<file path="src/rtl/sap_ram_param.sv">
// SAP RAM block: 2**ADDR_W x DATA_W RAM with its own MAR, synchronous write and asynchronous read.
// It also has a debounced program-mode write button and an optional auto-incrementing program pointer.
module sap_ram_param #(
    parameter int DATA_W          = 8,
    parameter int ADDR_W          = 4,
    parameter int DEBOUNCE_CYCLES = 4,
    parameter int AUTO_INC        = 0
) (
    input  logic              clk,
    input  logic              clr_n,
    input  logic              prog_mode,
    input  logic [ADDR_W-1:0] dip_addr,
    input  logic [DATA_W-1:0] dip_data,
    input  logic              prog_btn,
    input  logic              addr_load,
    input  logic [DATA_W-1:0] bus_in,
    input  logic              load_mar_n,
    input  logic              ram_in,
    input  logic              ram_out_n,
    output logic [DATA_W-1:0] bus_out,
    output logic              bus_oe,
    output logic [ADDR_W-1:0] addr_out,
    output logic              prog_wr_strobe
);
    localparam int DEPTH = 2 ** ADDR_W;
    localparam int CNT_W = (DEBOUNCE_CYCLES > 1) ? $clog2(DEBOUNCE_CYCLES) : 1;
    localparam logic [CNT_W-1:0] CNT_MAX = CNT_W'(DEBOUNCE_CYCLES - 1);

    logic [DATA_W-1:0] mem [DEPTH];
    logic [ADDR_W-1:0] mar;
    logic [ADDR_W-1:0] prog_ptr;
    logic              btn_meta;
    logic              btn_sync;
    logic              btn_state;
    logic              btn_prev;
    logic [CNT_W-1:0]  cnt;
    logic              run_we;
    logic              prog_we;
    logic              wr_en;
    logic [ADDR_W-1:0] wr_addr;
    logic [DATA_W-1:0] wr_data;

    assign addr_out = prog_mode ? mar : prog_ptr;
    assign bus_out  = mem[addr_out];
    assign bus_oe   = ~ram_out_n;

    // A strobe left over from program mode must not write once the panel is switched to run.
    assign run_we  = prog_mode & ram_in;
    assign prog_we = prog_wr_strobe & ~prog_mode;
    assign wr_en   = run_we | prog_we;
    assign wr_addr = prog_mode ? mar : prog_ptr;
    assign wr_data = prog_mode ? bus_in : dip_data;

    // NOTE: registers use non-blocking assignments so every flop samples pre-edge values;
    // this is what makes a same-edge MAR load and write go to the old address.
    always_ff @(posedge clk or negedge clr_n) begin
        if (!clr_n) begin
            mar <= '0;
        end else if (!load_mar_n) begin
            mar <= bus_in[ADDR_W-1:0];
        end
    end

    always_ff @(posedge clk or negedge clr_n) begin
        if (!clr_n) begin
            btn_meta <= 1'b0;
            btn_sync <= 1'b0;
        end else begin
            btn_meta <= prog_btn;
            btn_sync <= btn_meta;
        end
    end

    always_ff @(posedge clk or negedge clr_n) begin
        if (!clr_n) begin
            btn_state <= 1'b0;
            cnt       <= '0;
        end else if (btn_sync == btn_state) begin
            cnt <= '0;
        end else if (cnt == CNT_MAX) begin
            btn_state <= btn_sync;
            cnt       <= '0;
        end else begin
            cnt <= cnt + 1'b1;
        end
    end

    always_ff @(posedge clk or negedge clr_n) begin
        if (!clr_n) begin
            btn_prev       <= 1'b0;
            prog_wr_strobe <= 1'b0;
        end else begin
            btn_prev       <= btn_state;
            prog_wr_strobe <= btn_state & ~btn_prev & ~prog_mode;
        end
    end

    // Without auto-increment the pointer simply tracks the DIP switches one cycle late.
    always_ff @(posedge clk or negedge clr_n) begin
        if (!clr_n) begin
            prog_ptr <= '0;
        end else if (AUTO_INC == 0 || addr_load) begin
            prog_ptr <= dip_addr;
        end else if (prog_we) begin
            prog_ptr <= prog_ptr + 1'b1;
        end
    end

    // NOTE: the memory array is deliberately not reset; contents stay unknown until written.
    always_ff @(posedge clk) begin
        if (wr_en) begin
            mem[wr_addr] <= wr_data;
        end
    end
endmodule

</file>
<file path="config.mk">
export PLATFORM = sky130hd
export DESIGN_NAME = sap_ram_param
export DESIGN_NICKNAME = d
export VERILOG_FILES = /design/src/rtl/sap_ram_param.sv
export SDC_FILE = /design/constraint.sdc
export NUM_CORES = 1
export LEC_CHECK = 0
export CORE_MARGIN = 2
export CORE_UTILIZATION = 50
export DETAILED_ROUTE_END_ITERATION = 10
export PLACE_DENSITY = 0.7
export SETUP_SLACK_MARGIN = 0.1
export SKIP_CTS_REPAIR_TIMING = 1
export SLEW_MARGIN = 20
export SYNTH_ARGS = -nofsm -noshare
export SYNTH_HDL_FRONTEND = slang
export SYNTH_SLANG_ARGS = --single-unit
</file>
<file path="constraint.sdc">
create_clock -name clk -period 4.8 [get_ports clk]
set_input_delay 0.48 -clock clk [delete_from_list [all_inputs] [get_ports clk]]
set_output_delay 0.48 -clock clk [all_outputs]
set_load 0.01 [all_outputs]
</file>
==> metrics <==
Die X 119 um; RSZ-0062 raised after global routing no; CP Data Required Time about 4.3 ns; Starting Density 51.6%; # port buffers 40; P_leak 0.00261 uW; share of cells above drive strength 1 between 10% and 20%; wire length per cell about 23 um; cell count after synthesis 448; vias in the first global route 4278; clock latency on the worst-skew pair 0.41 ns; PwrDens between 300 and 400 nW/um^2; ANT nets after route 0; IO Pins 42; Slew headroom 32.9%; total track usage 23.0%; Yosys top cell area share 58.5%; Congestion Overflow GR 0; die area 14100 um^2; worst path cell trace nor2b_1 -> buf_4 -> a32o_1 -> o41ai_1 -> nand4_1 -> clkdlybuf4s50_1; YS warnings 0; # DRC 0; crit start category flip-flop; Final #Nets 513; FF+latch count, synth 143; CP max stage cell o41ai_1; status finished, final reports clean; Mapped Area 6570 um^2; Fin. Hold Viols 0; CP arrival 3.67 ns; clock tree sinks between 100 and 150; via/cell ratio 6.37; period utilization 86.4%; initial antenna violation count 0; Antenna Cells 0; area leader, netlist edfxtp_1; row count 41; Mapped Avg Cell Area between 10 and 15 um^2; WS Path Type flip-flop to output pin; Power, Total approximately 3100 uW; GP Congestion between 0.8 and 0.9; Peak Freq 241 MHz; peak supply drop 0.256 mV; Crit path largest cell delay 0.86 ns; Hold Crit Class flip-flop to flip-flop; vias 4261; min Tclk post-route ~4.1 ns; H-tree Lvls 4; first-pass GRT wire length 24000 um; Final setup violation count 0; die height about 120 um; Cell variety after synth 38; WL final 15400 um; CTS tree yes; Cells after DPL between 600 and 700; clock tree buffer depth 2; Synth area leaders edfxtp_1, dfrtp_1, nand4b_1; register area share after synthesis 64.2%; setup tns final 0 ns; HPWL Detailed 9890 um; total CTS buffers 17; Syn Nets between 400 and 500; final cell count without fillers 669; slew at the pin closest to its max-slew limit 0.994 ns; largest net degree at the start of global routing 53; Clock Tree Root clkbuf_16; Layout Area Growth over Synthesis 16.7%; Critical Path End Type output pin; Pins Over Slew Limit 0; Clk pin slew, worst setup/hold paths 0.06 ns; clk_skew 0.00660 ns; Core Box Area 12700 um^2; Reg2Reg Setup Slack 1.74 ns; initial detailed-routing violation count 483; 1st-pass router iterations 5; number of max-cap violations 0; CP max FO 20
[area by class of cell]
type | count | area [um^2]
clock buffer | 19 | 433
clock inverter | 13 | 139
fill | 982 | 5050
inverter | 3 | 11.3
multi-input combinational | 265 | 2150
sequential | 143 | 4220
tap | 172 | 215
timing repair buffer | 54 | 500
[kinds of logic after synthesis]
logic type | synth area share (%)
compound gates | 8.49
simple gates | 15.4
xor+xnor | 0.133
buf+inv | 3.03
mux | 8.55
fa+ha+maj | 0.190
flops | 64.2
[synth_stat cells, drive strengths merged]
cell      n
dfrtp    15
edfxtp  128
clkbuf   23
nand4    24
nand3     1
mux4     16
mux2i     1
nor3      3
and2     16
nor2     22
or4bb    16
xnor2     1
nor3b     2
nand2b    1
o21a     16
and3      1
nand2    39
o32a      1
o41ai    16
a32o     16
a22o      2
buf      14
a22oi     1
nand4b   32
o32ai     1
inv       3
mux2     15
ha        1
o21ai    18
nor2b     3
[metal layers]
| metal | part of all wire (%) | routed length, um | global-route usage (%) |
|---|---|---|---|
| met1 | 40 | 6090 | 28.6 |
| met3 | 7.7 | 1180 | 7.48 |
| met5 | 0 | 0 | 0 |
| met2 | 50 | 7730 | 37.0 |
| met4 | 2.4 | 366 | 9.82 |
[worst paths after layout]
check,cells after the start,from,to
setup / recovery,6,mar[0]$_DFFE_PN0N_,bus_out[3]
hold / removal,0,btn_meta$_DFF_PN0_,btn_sync$_DFF_PN0_
setup reg to reg,4,prog_ptr[1]$_DFF_PN0_,mem[11][7]$_DFFE_PP_
hold reg to reg,0,btn_meta$_DFF_PN0_,btn_sync$_DFF_PN0_
max in group asynchronous,1,clr_n,prog_ptr[2]$_DFF_PN0_
min in group asynchronous,1,clr_n,btn_sync$_DFF_PN0_
[where the power goes]
group	leakage, uW	internal, uW	switching, uW	total (uW)
logic	0.00101	156	194	350
clock network	0.000269	766	493	1260
registers	0.00133	1410	35.9	1450
[flip-flops by register name, summed over array words and instances, names as in the netlist]
| register | flops |
|---|---|
| btn_prev | 1 |
| prog_ptr | 4 |
| btn_sync | 1 |
| prog_wr_strobe | 1 |
| btn_meta | 1 |
| cnt | 2 |
| mem | 128 |
| btn_state | 1 |
| mar | 4 |
[layout by cell type, fill, tap and decap left out, types with 16 or more instances in the layout]
master	synthesis	final
nor2_1	22	22
and2_1	16	16
o21a_1	16	16
o41ai_1	16	16
edfxtp_1	128	128
clkdlybuf4s50_1	0	39
nand4b_1	32	32
o21ai_0	17	17
clkbuf_16	0	17
nand4_1	24	24
or4bb_1	16	16
nand2_1	39	39
a32o_1	16	16
[worst max-delay path: cells and delay by family (launching register included)]
kind / cells / cell delay [ns]
AO/OA/AOI/OAI: 2 / 1.07
flip-flops: 1 / 0.82
buffers and inverters: 2 / 0.81
AND/OR/NAND/NOR: 2 / 0.54
[stage by stage]
step / cell area [um^2] / worst slack (ns) / util [%] / hold WS [ns]
2_1_floorplan: 6570 / 2.52 / - / 0.184
6_report: 7670 / 0.655 / 60.3 / 0.351
4_1_cts: 7670 / 0.778 / 60.3 / 0.353
3_3_place_gp: 7100 / 1.10 / 55.8 / 0.336
5_1_grt: 7670 / 0.513 / 60.3 / 0.371
3_5_place_dp: 7100 / 1.03 / 55.8 / 0.341
Power figures use the tool's default switching activity.
